## config.mk

```make
export PLATFORM = sky130hd
export DESIGN_NAME = instr_fetch_unit
export DESIGN_NICKNAME = d
export VERILOG_FILES = /design/src/rtl/riscv_pkg.sv /design/src/rtl/fetch_fifo.sv /design/src/rtl/instr_fetch_unit.sv
export SDC_FILE = /design/constraint.sdc
export NUM_CORES = 1
export LEC_CHECK = 0
export ABC_AREA = 1
export ABC_CLOCK_PERIOD_IN_PS = 12900
export CORE_ASPECT_RATIO = 0.75
export CORE_MARGIN = 5
export CORE_UTILIZATION = 30
export DETAILED_ROUTE_END_ITERATION = 6
export GPL_TIMING_DRIVEN = 0
export PLACE_DENSITY_LB_ADDON = 0.25
export SYNTH_ARGS = -nofsm -noshare
export SYNTH_HDL_FRONTEND = slang
export SYNTH_HIERARCHICAL = 1
export SYNTH_SLANG_ARGS = --single-unit
```

## constraint.sdc

```tcl
create_clock -name clk_i -period 12.9 [get_ports clk_i]
set_input_delay 3.87 -clock clk_i [delete_from_list [all_inputs] [get_ports clk_i]]
set_output_delay 3.87 -clock clk_i [all_outputs]
set_load 0.01 [all_outputs]
```

## src/rtl/riscv_pkg.sv

```systemverilog
// rtl/riscv_pkg.sv - shared RISC-V core constants, fetch FSM states and fetch buffer entry type
package riscv_pkg;

    localparam int XLEN = 32;

    // addi x0, x0, 0
    localparam logic [XLEN-1:0] NOP_INSTR = 32'h0000_0013;

    typedef enum logic [1:0] {
        ST_RUN   = 2'd0,
        ST_FLUSH = 2'd1,
        ST_ERR   = 2'd2
    } fetch_state_e;

    typedef struct packed {
        logic [XLEN-1:0] pc;
        logic [XLEN-1:0] instr;
    } fetch_entry_t;

    function automatic logic [XLEN-1:0] align_word(input logic [XLEN-1:0] addr);
        return addr & ~{{(XLEN - 2){1'b0}}, 2'b11};
    endfunction

endpackage

```

## src/rtl/fetch_fifo.sv

```systemverilog
// rtl/fetch_fifo.sv - parameterised synchronous FIFO used for the fetch buffer and the request tag queue
//   clk_i, rst_i   clock, asynchronous active-high reset
//   flush_i        empty the FIFO (wins over push/pop)
//   push_i/data_i  write an entry (ignored when full unless popping too)
//   pop_i/data_o   head entry, removed on pop_i (ignored when empty)
//   full_o, empty_o, count_o  occupancy
module fetch_fifo import riscv_pkg::*; #(
    parameter int DEPTH = 2,
    parameter int WIDTH = $bits(fetch_entry_t),
    localparam int CNT_W = $clog2(DEPTH + 1),
    localparam int PTR_W = (DEPTH > 1) ? $clog2(DEPTH) : 1
) (
    input  logic             clk_i,
    input  logic             rst_i,
    input  logic             flush_i,
    input  logic             push_i,
    input  logic [WIDTH-1:0] data_i,
    input  logic             pop_i,
    output logic [WIDTH-1:0] data_o,
    output logic             full_o,
    output logic             empty_o,
    output logic [CNT_W-1:0] count_o
);

    logic [WIDTH-1:0] mem_q [DEPTH];
    logic [WIDTH-1:0] mem_d [DEPTH];
    logic [PTR_W-1:0] wr_ptr_q, wr_ptr_d;
    logic [PTR_W-1:0] rd_ptr_q, rd_ptr_d;
    logic [CNT_W-1:0] count_q, count_d;
    logic             do_push, do_pop;

    function automatic logic [PTR_W-1:0] ptr_inc(input logic [PTR_W-1:0] p);
        return (p == PTR_W'(DEPTH - 1)) ? '0 : p + 1'b1;
    endfunction

    assign empty_o = (count_q == '0);
    assign full_o  = (count_q == CNT_W'(DEPTH));
    assign do_pop  = pop_i && !empty_o;
    assign do_push = push_i && (!full_o || do_pop);
    assign data_o  = mem_q[rd_ptr_q];
    assign count_o = count_q;

    always_comb begin
        mem_d    = mem_q;
        wr_ptr_d = wr_ptr_q;
        rd_ptr_d = rd_ptr_q;
        count_d  = count_q;
        if (flush_i) begin
            wr_ptr_d = '0;
            rd_ptr_d = '0;
            count_d  = '0;
        end else begin
            if (do_push) begin
                mem_d[wr_ptr_q] = data_i;
                wr_ptr_d        = ptr_inc(wr_ptr_q);
            end
            if (do_pop) begin
                rd_ptr_d = ptr_inc(rd_ptr_q);
            end
            count_d = count_q + CNT_W'(do_push) - CNT_W'(do_pop);
        end
    end

    always_ff @(posedge clk_i or posedge rst_i) begin
        if (rst_i) begin
            mem_q    <= '{default: '0};
            wr_ptr_q <= '0;
            rd_ptr_q <= '0;
            count_q  <= '0;
        end else begin
            mem_q    <= mem_d;
            wr_ptr_q <= wr_ptr_d;
            rd_ptr_q <= rd_ptr_d;
            count_q  <= count_d;
        end
    end

endmodule

```

## src/rtl/instr_fetch_unit.sv

```systemverilog
// rtl/instr_fetch_unit.sv - RISC-V instruction fetch stage: PC sequencing, imem req/gnt/rvalid, instruction buffer
//   clk_i, rst_i                      clock, asynchronous active-high reset
//   imem_req_o/imem_addr_o/imem_gnt_i request channel (address held until granted)
//   imem_rvalid_i/imem_rdata_i        in-order response channel
//   redirect_i/redirect_pc_i          taken branch/jal/jalr from execute
//   instr_valid_o/instr_o/pc_o        buffer head to decode, instr_ready_i pops
//   fetch_err_o                       misaligned redirect target
// Optional macro IF_MISALIGN_CHECK_EN: misaligned redirect targets enter ERR and raise fetch_err_o;
// otherwise redirect_pc_i[1:0] is ignored and fetch_err_o is tied low.
module instr_fetch_unit import riscv_pkg::*; #(
    parameter logic [31:0] RESET_PC   = 32'h0000_0000,
    parameter int          FIFO_DEPTH = 2
) (
    input  logic        clk_i,
    input  logic        rst_i,
    output logic        imem_req_o,
    output logic [31:0] imem_addr_o,
    input  logic        imem_gnt_i,
    input  logic        imem_rvalid_i,
    input  logic [31:0] imem_rdata_i,
    input  logic        redirect_i,
    input  logic [31:0] redirect_pc_i,
    output logic        instr_valid_o,
    output logic [31:0] instr_o,
    output logic [31:0] pc_o,
    input  logic        instr_ready_i,
    output logic        fetch_err_o
);

    localparam int CNT_W = $clog2(FIFO_DEPTH + 1);
    localparam int ENT_W = $bits(fetch_entry_t);

    fetch_state_e    state_q, state_d;
    logic [XLEN-1:0] fetch_pc_q, fetch_pc_d;
    logic [CNT_W-1:0] discard_q, discard_d;
    // Holds off the first request until one cycle after reset release.
    logic            run_en_q, run_en_d;

    logic [CNT_W-1:0] outstanding, buf_count;
    logic             buf_empty, buf_full, tag_empty, tag_full;
    logic [XLEN-1:0]  tag_pc;
    logic [ENT_W-1:0] buf_head_raw;
    fetch_entry_t     buf_head, buf_wdata;
    logic             req, grant, pop, resp_pop, resp_keep, misaligned;
    logic [CNT_W:0]   credit_used, out_next;
    logic [XLEN-1:0]  redirect_target;

    assign buf_head = fetch_entry_t'(buf_head_raw);

    always_comb begin
        pop = !buf_empty && instr_ready_i;
        // Every in-flight request owns a buffer slot. A word leaving the buffer this
        // cycle frees its slot immediately, which is what sustains one fetch per cycle
        // with a two-entry buffer. A request raised this way cannot be retracted: the
        // registered counts already reflect the pop on the next cycle.
        credit_used = {1'b0, outstanding} + {1'b0, buf_count} - (CNT_W + 1)'(pop);
        req = run_en_q && (state_q == ST_RUN) && !tag_full && !(buf_full && !pop)
              && (credit_used < (CNT_W + 1)'(FIFO_DEPTH));
        grant    = req && imem_gnt_i;
        // The tag queue tracks every issued request, live or stale, so each response pops it.
        resp_pop  = imem_rvalid_i && !tag_empty;
        resp_keep = resp_pop && (discard_q == '0) && !redirect_i;
        out_next  = {1'b0, outstanding} + (CNT_W + 1)'(grant) - (CNT_W + 1)'(resp_pop);
        redirect_target = align_word(redirect_pc_i);
`ifdef IF_MISALIGN_CHECK_EN
        misaligned = (redirect_pc_i[1:0] != 2'b00);
`else
        misaligned = 1'b0;
`endif
        buf_wdata = '{pc: tag_pc, instr: imem_rdata_i};
    end

    always_comb begin
        fetch_pc_d = fetch_pc_q;
        discard_d  = discard_q;
        state_d    = state_q;
        run_en_d   = 1'b1;
        if (grant) begin
            fetch_pc_d = fetch_pc_q + XLEN'(4);
        end
        if (resp_pop && (discard_q != '0)) begin
            discard_d = discard_q - 1'b1;
        end
        if (redirect_i) begin
            // Everything still in flight after this cycle, including a request
            // granted right now, belongs to the old path.
            fetch_pc_d = redirect_target;
            discard_d  = CNT_W'(out_next);
            if (misaligned) begin
                state_d = ST_ERR;
            end else if (out_next != '0) begin
                state_d = ST_FLUSH;
            end else begin
                state_d = ST_RUN;
            end
        end else if ((state_q == ST_FLUSH) && (discard_d == '0)) begin
            state_d = ST_RUN;
        end
    end

    always_ff @(posedge clk_i or posedge rst_i) begin
        if (rst_i) begin
            state_q    <= ST_RUN;
            fetch_pc_q <= RESET_PC;
            discard_q  <= '0;
            run_en_q   <= 1'b0;
        end else begin
            state_q    <= state_d;
            fetch_pc_q <= fetch_pc_d;
            discard_q  <= discard_d;
            run_en_q   <= run_en_d;
        end
    end

    fetch_fifo #(
        .DEPTH (FIFO_DEPTH),
        .WIDTH (ENT_W)
    ) u_instr_buf (
        .clk_i   (clk_i),
        .rst_i   (rst_i),
        .flush_i (redirect_i),
        .push_i  (resp_keep),
        .data_i  (buf_wdata),
        .pop_i   (pop),
        .data_o  (buf_head_raw),
        .full_o  (buf_full),
        .empty_o (buf_empty),
        .count_o (buf_count)
    );

    fetch_fifo #(
        .DEPTH (FIFO_DEPTH),
        .WIDTH (XLEN)
    ) u_tag_queue (
        .clk_i   (clk_i),
        .rst_i   (rst_i),
        .flush_i (1'b0),
        .push_i  (grant),
        .data_i  (fetch_pc_q),
        .pop_i   (resp_pop),
        .data_o  (tag_pc),
        .full_o  (tag_full),
        .empty_o (tag_empty),
        .count_o (outstanding)
    );

    assign imem_req_o    = req;
    assign imem_addr_o   = fetch_pc_q;
    assign instr_valid_o = !buf_empty;
    assign instr_o       = buf_empty ? NOP_INSTR : buf_head.instr;
    assign pc_o          = buf_empty ? '0 : buf_head.pc;
`ifdef IF_MISALIGN_CHECK_EN
    assign fetch_err_o   = (state_q == ST_ERR);
`else
    assign fetch_err_o   = 1'b0;
`endif

endmodule

```

==> results by group, run 1 <==
Run status
  – Run status: finished, final reports clean

Die
  – Core area: around 43000 um^2
  – IO Pins: between 150 and 200
  – Die X: approximately 250 um
  – Die H: 191 um
  – Starting Density: 30.4%
  – Die outline area: just under 50000 um^2
  – Row cnt: 66

STA
  – Clock Skew: roughly 9.5 ps
  – Fmax: between 0.09 and 0.1 GHz
  – RSZ-0062 raised after global routing: no
  – Final setup viols: 0
  – Fin Setup TNS: 0 ps
  – Hold Fails Final Rpt: 0
  – Slew Viols, Final: 0
  – Slew HR: about 41%
  – Final min period: between 10000 and 15000 ps
  – Setup slack after layout: 2750 ps
  – Hold WS: ~470 ps
  – Worst-margin pin slew: 891 ps
  – Fin crit share: between 70% and 80%

GRT
  – Antenna violations before repair: 0
  – GRT Util Overall: between 15 and 20%
  – Largest net degree at the start of global routing: 73
  – Vias in the first global route: around 12000
  – First-pass GRT wire length: slightly below 70 mm
  – Grt ovf: 0

Setup path
  – Crit Path Max Fanout: 3
  – Critical path class: input port to output port
  – Worst EP required: approximately 9000 ps
  – Worst endpoint data arrival time: between 6000 and 7000 ps
  – Crit. End Element: output port
  – Critical Path Start Type: input port

Pwr
  – Maximum VDD drop: about 0.000099 V
  – PwrDens: approximately 150 nW/um^2
  – Leakage: roughly 8.5 nW

Place
  – GP Congestion: 0.855
  – DP HPWL: between 30 and 40 mm
  – Buffers on Ports: ~160
  – Pre-CTS WS: approximately 2700 ps

Synthesis
  – Sequential cell area fraction in the yosys report: between 40% and 50%
  – Yosys reg bits: between 200 and 250
  – Synth async-reset ratio: 100%
  – Proportion of synthesized area in mux cells: 0%
  – Post-Synth XOR/XNOR Area: less than 1%
  – Simple-Gate Fraction of Synth Area: between 40% and 50%
  – Gate Count Post-Synth: approximately 1800
  – Post-synth EDFFs: 0
  – Synth unique cells: 33
  – Synth Warn #: 6
  – Mapped cell area: 13200 um^2
  – Post-Synth Adder-Cell Area: 1.16%
  – Syn avg cell area: around 7.2 um^2
  – Largest family of logic cells by synthesized area: simple AND/OR/NAND/NOR gates
  – Dominant synthesized flop cell: dfrtp_1
  – Compound-gate portion of the synthesized area: less than 1%

Clock tree
  – Reg clk slew, reported paths: approximately 60 ps
  – CTS sink cnt: 234
  – H-tree Lvls: 1
  – Worst skew pair latency: roughly 530 ps
  – CTS max path bufs: 3
  – Cts bufs inserted: 27
  – Hold_buf cts: 0
  – Setup bufs post-CTS: 0
  – Clk root buf: clkbuf_16
  – Cells resized by post-CTS repair: 0
  – TritonCTS clock tree: done

Cells and area
  – Diode count: 0
  – Fillcell total: 4477
  – Layout area overhead: 26.0%
  – Final net count: between 2000 and 2500
  – Layout cells sized above 1: roughly a tenth

Drt
  – Vias per cell: about 4.8
  – Final WL: around 43 mm
  – DR pass1 iterations: 5
  – Via count: roughly 13000
  – DR WL/cell: approximately 16 um
  – Residual DRC: 0
  – 1st-iter DRT viols: ~1300
  – DRT antenna net count: 0

Worst hold path
  – Hold WC Path Type: register to register

Flow run
  – Maxcap violations: 0
[synth_stat cells, types with 2 or more instances]
cell / number / area share (%)
a21oi_1: 5 / 0.19
buf_12: 5 / 0.76
buf_2: 61 / 2.3
buf_4: 25 / 1.4
buf_6: 6 / 0.51
clkbuf_1: 27 / 0.77
conb_1: 2 / 0.057
dfrtp_1: 234 / 44
fa_1: 2 / 0.30
ha_1: 9 / 0.86
inv_1: 147 / 4.2
inv_2: 5 / 0.14
nand2_1: 842 / 24
nand2_2: 35 / 1.7
nand2_4: 3 / 0.26
nand3_1: 72 / 2.7
nand3_2: 4 / 0.30
nand4_1: 194 / 9.2
nor2_1: 106 / 3.0
nor2_2: 6 / 0.29
nor2_4: 9 / 0.77
o21ai_0: 18 / 0.68
or2_2: 3 / 0.14
xnor2_1: 2 / 0.13
xor2_1: 2 / 0.13
[registers in the layout, summed over array words and instances (netlist names)]
name	flops
discard_q	2
u_tag_queue/count_o	2
u_instr_buf/wr_ptr_q	1
u_tag_queue/mem_q	64
u_instr_buf/rd_ptr_q	1
u_tag_queue/rd_ptr_q	1
u_tag_queue/wr_ptr_q	1
imem_addr_o	30
u_instr_buf/mem_q	128
state_q	1
run_en_q	1
u_instr_buf/count_o	2
[worst max-delay path: stages]
cell and delay [ps]:
clkdlybuf4s50_1 450, nand2_1 80, inv_1 100, ha_1 230
inv_1 60, nand2_1 60, fa_1 480, nand2_1 50
nor2_1 150, and3_1 210, clkdlybuf4s50_1 550
[power breakdown]
part	internal (mW)	leakage [nW]	switching, mW	total, mW
Combinational	0.234	4.89	0.364	0.598
Sequential	0.911	3.14	0.143	1.05
Clock	0.533	0.469	0.327	0.860
[cell families (layout without fill, tap and decap cells)]
logic type,count (synthesis),count (layout)
AO/OA/AOI/OAI,24,24
XOR/XNOR,4,4
adder cells (fa/ha/maj),11,11
buffers and inverters,278,491
flip-flops,234,234
other,2,12
AND/OR/NAND/NOR,1279,1279
[per-layer routing]
metal,up-vias,track usage (%),routed length (um)
li1,6201,-,-
met2,310,26.7,19100
met1,5989,26.6,21200
met5,-,0,0
met3,52,2.27,2240
met4,0,4.01,908
[cell type report]
| cell class | instances | area, um^2 | area share [%] |
|---|---|---|---|
| buffer | 126 | 779 | 4.70 |
| clock buffer | 34 | 752 | 4.53 |
| clock inverter | 15 | 244 | 1.47 |
| inverter | 152 | 578 | 3.48 |
| multi-input combinational | 1330 | 6000 | 36.2 |
| sequential | 234 | 5860 | 35.3 |
| tap | 578 | 723 | 4.36 |
| timing repair buffer | 164 | 1660 | 10.0 |
[cell usage in the layout, fill, tap and decap left out, drive strengths merged]
| cell type | netlist | routed |
|---|---|---|
| bufinv | 0 | 6 |
| clkdlybuf4s50 | 0 | 163 |
| xnor2 | 2 | 2 |
| nand3 | 77 | 77 |
| dfrtp | 234 | 234 |
| nand2 | 880 | 880 |
| buf | 98 | 99 |
| o211ai | 1 | 1 |
| xor2 | 2 | 2 |
| o21ai | 18 | 18 |
| clkbuf | 28 | 62 |
| nor2 | 122 | 122 |
| or2 | 3 | 3 |
| clkinvlp | 0 | 6 |
| conb | 2 | 12 |
| ha | 9 | 9 |
| fa | 2 | 2 |
| and3 | 1 | 1 |
| clkinv | 0 | 3 |
| nand4 | 195 | 195 |
| inv | 152 | 152 |
| a21oi | 5 | 5 |
| and2 | 1 | 1 |
[worst paths after layout]
check,startpoint,to,slack [ps],depth (start not counted)
min in group asynchronous,rst_i,u_instr_buf/count_o[0],3940,2
hold reg to reg,u_tag_queue/mem_q[2],u_tag_queue/mem_q[2],470,2
setup / recovery,instr_ready_i,imem_req_o,2750,11
hold / removal,u_tag_queue/mem_q[2],u_tag_queue/mem_q[2],470,2
setup reg to reg,u_instr_buf/count_o[1],u_tag_queue/count_o[1],8940,24
max in group asynchronous,rst_i,u_instr_buf/mem_q[106],8170,3
[stage by stage]
step | instance area (um^2) | std cells | utilization (%) | power [mW]
after floorplan | 13200 | 1842 | - | 1.43
after global placement | 15600 | 2583 | 35.9 | 1.65
after detailed placement | 15600 | 2584 | 36.0 | 1.67
after CTS | 16600 | 2633 | 38.3 | 2.53
after global routing | 16600 | 2633 | 38.3 | 2.67
final | 16600 | 2633 | 38.3 | 2.51
Power figures use the tool's default switching activity.
==> inputs of run 2 (changes only) <==
--- a/config.mk
+++ b/config.mk
@@ -6,7 +6,7 @@
 export NUM_CORES = 1
 export LEC_CHECK = 0
 export ABC_AREA = 1
-export ABC_CLOCK_PERIOD_IN_PS = 12900
+export ABC_CLOCK_PERIOD_IN_PS = 10000
 export CORE_ASPECT_RATIO = 0.75
 export CORE_MARGIN = 5
 export CORE_UTILIZATION = 30
==> constraint.sdc (replaced) <==
create_clock -name clk_i -period 10 [get_ports clk_i]
set_input_delay 3 -clock clk_i [delete_from_list [all_inputs] [get_ports clk_i]]
set_output_delay 3 -clock clk_i [all_outputs]
set_load 0.01 [all_outputs]
==> results of run 2 <==
Same layout as run 1 (identical final DEF). Status: finished, final reports clean.
Main changes from that run: setup slack after placement 2730 ps -> 1570 ps; setup slack after layout 2750 ps -> 1590 ps; register-to-register setup slack 8940 ps -> 6040 ps; total power 2.51 mW -> 3.24 mW; worst IR drop on VDD 0.0000992 V -> 0.000128 V
==> RTL edit 1: new RTL, config.mk and constraints of run 2 <==
The parameter `FIFO_DEPTH` goes from 2 to 1.
--- a/src/rtl/instr_fetch_unit.sv
+++ b/src/rtl/instr_fetch_unit.sv
@@ -9,7 +9,7 @@
 // otherwise redirect_pc_i[1:0] is ignored and fetch_err_o is tied low.
 module instr_fetch_unit import riscv_pkg::*; #(
     parameter logic [31:0] RESET_PC   = 32'h0000_0000,
-    parameter int          FIFO_DEPTH = 2
+    parameter int          FIFO_DEPTH = 1
 ) (
     input  logic        clk_i,
     input  logic        rst_i,
Formal check against the unedited RTL: not equivalent (a bounded check fails within 4 cycles, from zero or initial values and one cycle with rst_i high).
==> RTL edit 1 against run 2 <==
  * Routed wire length down 48%
  * Synthesized area down 46%
  * Register-to-register slack improved by 0.94 ns
  * Via count is 46% lower
  * Cell area fell by 41%
  * Worst setup slack improved by 0.30 ns
  * Sequential cell count fell by 103
  * Count of clock-buffer cells in the layout is 13 lower
  * Utilization grew 3.0 points
  * Total power down 43%
  * Fmax increased by 3.7%
  * Sequential share of layout area decreased by 1.8 points
  * Non-clock buffer count is 73 lower
  * Largest cell class is now flip-flops and latches
  * Highest routed layer unchanged
==> RTL edit 1: results (changes against run 2) <==
Dpl ws: 1.89 ns (+0.326 ns)
Clock tree buffer depth: 2 (-1)
R2R depth: 18 (-25%)
Initial antenna violation count: 0 (unchanged)
Mapped Cells: 1008 (-45%)
Pin count of the biggest net entering global routing: 66 (-9.6%)
Pwr Density: 190 nW/um^2 (-2.5%)
GP Congestion: 0.852 (-0.40%)
Synth top cells by count: 371 x nand2_1, 164 x nand3_1, 131 x dfrtp_1
Vias in the first global route: 6516 (-46%)
Nonclk inv count: 133 (-13%)
H-tree levels: 4 (+3)
FF-to-FF Start: u_instr_buf/count_o$_DFF_PP0_
Multi-input combinational area share: 31.4% (-4.8 points)
Share of post-route cells with drive strength above 1: 9.01% (-1.6 points)
1st-iter DRT viols: 391 (-70%)
Register area: 3280 sq um (-44%)
Global-route wire length before repair: 35700 um (-48%)
Via Count: 6770 (-46%)
Nonclk buf count: 217 (-25%)
Final Non-Filler Cells: 1516 (-42%)
Clk tree area frac: 5.63% (-0.37 points)
Reg2Reg Capture Point: state_q[0]$_DFFE_PP0P_
Leak Pwr: 4.78 nW (-44%)
Critical Path Fanout Max: 2 (-1)
Setup Skew: 0.00902 ns (-0.000498 ns)
FILL cells: 2525 (-44%)
Synth area leaders: dfrtp_1 46%, nand2_1 19%, nand3_1 11%
Crit. Startpoint: instr_ready_i
Hold_sp: u_instr_buf/mem_q[1]$_DFFE_PP0P_
Half-perimeter wire length after placement: 16900 um (-46%)
Worst-Skew Late Latency: 0.42 ns (-0.11 ns)
Signal buffers share of area: 20.4% (+5.7 points)
Hold Path Sink: u_instr_buf/mem_q[1]$_DFFE_PP0P_
Yosys cell types: 27 (-18%)
Xor/xnor cell area share of the yosys netlist: 0.366% (+0.10 points)
Max reg flops: 64 (-50%)
Worst-margin pin slew: 0.831 ns (-0.0602 ns)
Seq pwr share: 46.0% (+4.0 points)
Status: complete, no violations
Final Net Count: 1272 (-40%)
Worst reg-to-reg setup slack: 6.98 ns (+0.94 ns)
Crit path DAT: 5.12 ns (-0.29 ns)
Comb pwr: 0.424 mW (-45%)
Synth Area in Compound Gates: 1.47% (+0.53 points)
Synth Area in Adders: 0.872% (-0.29 points)
Num CTS Buffers: 17 (-37%)
Worst VDD drop: 0.122 mV (-4.8%)
GRT Util Overall: 16.7% (-0.84 points)
-- RTL edit 1: cell types whose count changed after synthesis, sizes merged, moves of 2 or more --
cell / change
dfrtp: -103
nand3: +87
fa: -2
buf: -55
ha: -4
nand4: -193
inv: -19
and2: +2
a21oi: -3
nor2: -18
nand2: -499
clkbuf: -18
-- RTL edit 1: per-layer routing --
| layer | wire (um) | part of all wire (%) | vias up | track usage, % |
|---|---|---|---|---|
| li1 | - | - | 3443 | - |
| met1 | 11300 | 50 | 3123 | 24.4 |
| met2 | 9660 | 43 | 196 | 25.2 |
| met3 | 1350 | 6.0 | 8 | 3.98 |
| met4 | 124 | 0.55 | 0 | 3.83 |
| met5 | 0 | 0 | - | 0 |
-- RTL edit 1: through the flow --
| stage | hold slack, ns | instance area [sq um] |
|---|---|---|
| after floorplan | 0.434 | 7190 |
| after global placement | 0.447 | 9210 |
| after detailed placement | 0.451 | 9210 |
| after CTS | 0.466 | 9760 |
| after global routing | 0.486 | 9780 |
| final | 0.464 | 9780 |
==> RTL edit 2: new RTL, settings of run 2 <==
Without the edit above. Re-encode `fetch_state_e` (3 states) as one-hot, 3 bits wide.
--- a/src/rtl/riscv_pkg.sv
+++ b/src/rtl/riscv_pkg.sv
@@ -6,10 +6,10 @@
     // addi x0, x0, 0
     localparam logic [XLEN-1:0] NOP_INSTR = 32'h0000_0013;
 
-    typedef enum logic [1:0] {
-        ST_RUN   = 2'd0,
-        ST_FLUSH = 2'd1,
-        ST_ERR   = 2'd2
+    typedef enum logic [2:0] {
+        ST_RUN   = 3'b001,
+        ST_FLUSH = 3'b010,
+        ST_ERR   = 3'b100
     } fetch_state_e;
 
     typedef struct packed {
Function: no difference found for any inputs over 4 cycles, from zero or initial values and one cycle with rst_i high; so few cycles prove little.
==> RTL edit 2 against run 2 <==
  * Routed wire length rose by 0.15%
  * Critical endpoint unchanged
  * Highest routed layer unchanged
  * Fmax fell by 1.2%
  * Cell area rose by 0.32%
  * Synthesized area rose by 0.40%
  * Worst setup slack got worse by 0.11 ns
  * Total power rose by 2.4%
  * Global-route usage rose by 0.075 points
  * Sequential cell count rose by 1
  * Clock skew rose by 0.0028 ns
==> RTL edit 2: results (changes against run 2) <==
Post-CTS sizing: 0 (unchanged)
Setup Skew: 0.0123 ns (+0.00281 ns)
Crit path DAT: 5.52 ns (+0.11 ns)
Yosys cell types: 31 (-6.1%)
Seq/Total Area, Yosys: 44.5% (about the same)
Share of post-route cells with drive strength above 1: 10.5% (-0.028 points)
Leak Pwr: 8.51 nW (+0.13%)
Yosys Warn Count: 6 (unchanged)
Clk sink count: 235 (+0.43%)
Drt wl/cell: 16.4 um (-0.45%)
Global-route wire length before repair: 69400 um (+1.5%)
Slew margin rel.: 41.8% (+1.2 points)
Min Hold Slack: 0.469 ns (-0.000473 ns)
Hold Path Sink: u_instr_buf/mem_q[63]$_DFFE_PP0P_
Worst-path clk slew: 0.06 ns (about the same)
Via Count: 12800 (+1.6%)
Final Net Count: 2130 (+0.66%)
Clock tree root driver cell: clkbuf_16
FILL cells: 4590 (+2.5%)
Critical Path Fanout Max: 3 (unchanged)
Synth top cells by count: 849 x nand2_1, 234 x dfrtp_1, 192 x nand4_1
Worst VDD drop: 0.115 mV (-9.9%)
Synth area leaders: dfrtp_1 44%, nand2_1 24%, nand4_1 9.1%
Commonest non-fill, non-tap cell in the layout: nand2_1
Worst hold stages: 2 (unchanged)
Half-perimeter wire length after placement: 31800 um (+0.86%)
Routed vias/inst: 4.81 (+0.98%)
Mapped Cells: 1845 (+0.71%)
Postcts setup bufs: 0 (unchanged)
Dpl ws: 1.46 ns (-0.108 ns)
Status: complete, no violations
Pin count of the biggest net entering global routing: 95 (+30%)
DRT Pass-1 Iters: 5 (unchanged)
Cells after DPL: 2597 (+0.50%)
Hold_sp: u_instr_buf/mem_q[63]$_DFFE_PP0P_
GP Congestion: 0.834 (-2.5%)
1st-iter DRT viols: 1024 (-21%)
PortBufs: 163 (unchanged)
Initial antenna violation count: 0 (unchanged)
R2R depth: 25 (+4.2%)
GRT Util Overall: 17.6% (+0.075 points)
Worst reg-to-reg setup slack: 4.99 ns (-1.05 ns)
Post-synth ARST share: 100% (unchanged)
Placed Area: 15600 sq um (+0.34%)
Num CTS Buffers: 28 (+3.7%)
Worst-Skew Late Latency: 0.55 ns (+0.02 ns)
Vias in the first global route: 12400 (+3.2%)
RTL edit 2: cell types whose count changed after synthesis, moves of 3 or more:
cell and delta:
nor2_4 -3, nand2_1 +7, o21bai_1 +4, nand2_4 -3
nor2_2 +3, nor2_1 +7, o21ai_0 -3
RTL edit 2: worst max-delay path by stage:
stage                  start                                 to  slack, ns
2_1_floorplan  instr_ready_i                         imem_req_o       2.67
4_1_cts        instr_ready_i                         imem_req_o       1.44
3_5_place_dp   instr_ready_i                         imem_req_o       1.46
5_1_grt        instr_ready_i                         imem_req_o       1.27
3_3_place_gp           rst_i  u_instr_buf/mem_q[91]$_DFFE_PP0P_       1.24
6_report       instr_ready_i                         imem_req_o       1.48
RTL edit 2: area by class of cell:
| class | count | area [sq um] | share of cell area [%] |
|---|---|---|---|
| diodes | 1 | 2.50 | 0.0150 |
| plain buffers | 126 | 788 | 4.74 |
| clock buffers | 40 | 827 | 4.97 |
| clock inverters | 11 | 168 | 1.01 |
| inverters | 152 | 578 | 3.47 |
| multi-input cells | 1342 | 6020 | 36.2 |
| flip-flops and latches | 235 | 5880 | 35.3 |
| well taps | 578 | 723 | 4.34 |
| repair buffers | 164 | 1660 | 9.97 |
RTL edit 2: cells by family after synthesis:
logic type      after synthesis  synth area share, %
compound gates               23                0.946
buf+inv                     278                 10.3
simple gates               1290                 42.7
xor+xnor                      6                0.398
fa+ha+maj                    11                 1.15
other cells                   2               0.0568
flops                       235                 44.5
RTL edit 2: critical path, stage by stage:
cell             delay [ns]
clkdlybuf4s50_1        0.49
inv_1                  0.04
nor2_1                 0.19
ha_1                   0.27
inv_1                  0.06
nand2_1                0.06
fa_1                   0.49
nand2_1                0.07
nor2_2                 0.18
nand2_1                0.09
inv_1                  0.06
clkdlybuf4s50_1        0.53
RTL edit 2: power breakdown:
part	total [mW]	switching (mW)	internal, mW
Combinational	0.846	0.516	0.330
Clock	1.09	0.418	0.677
Sequential	1.38	0.188	1.19
RTL edit 2: metrics by stage:
step	power (mW)	util, %
final	3.32	38.3
after global routing	3.54	38.3
after CTS	3.35	38.3
after detailed placement	2.24	36.0
after global placement	2.22	35.9
after floorplan	1.91	-
RTL edit 2: routing by layer:
layer  GRT usage, %  wire length [um]  part of all wire [%]
met5              0                 0                     0
met2           27.3             19400                    45
met4           3.36               734                   1.7
met3           2.84              2680                   6.2
met1           26.3             20700                    48
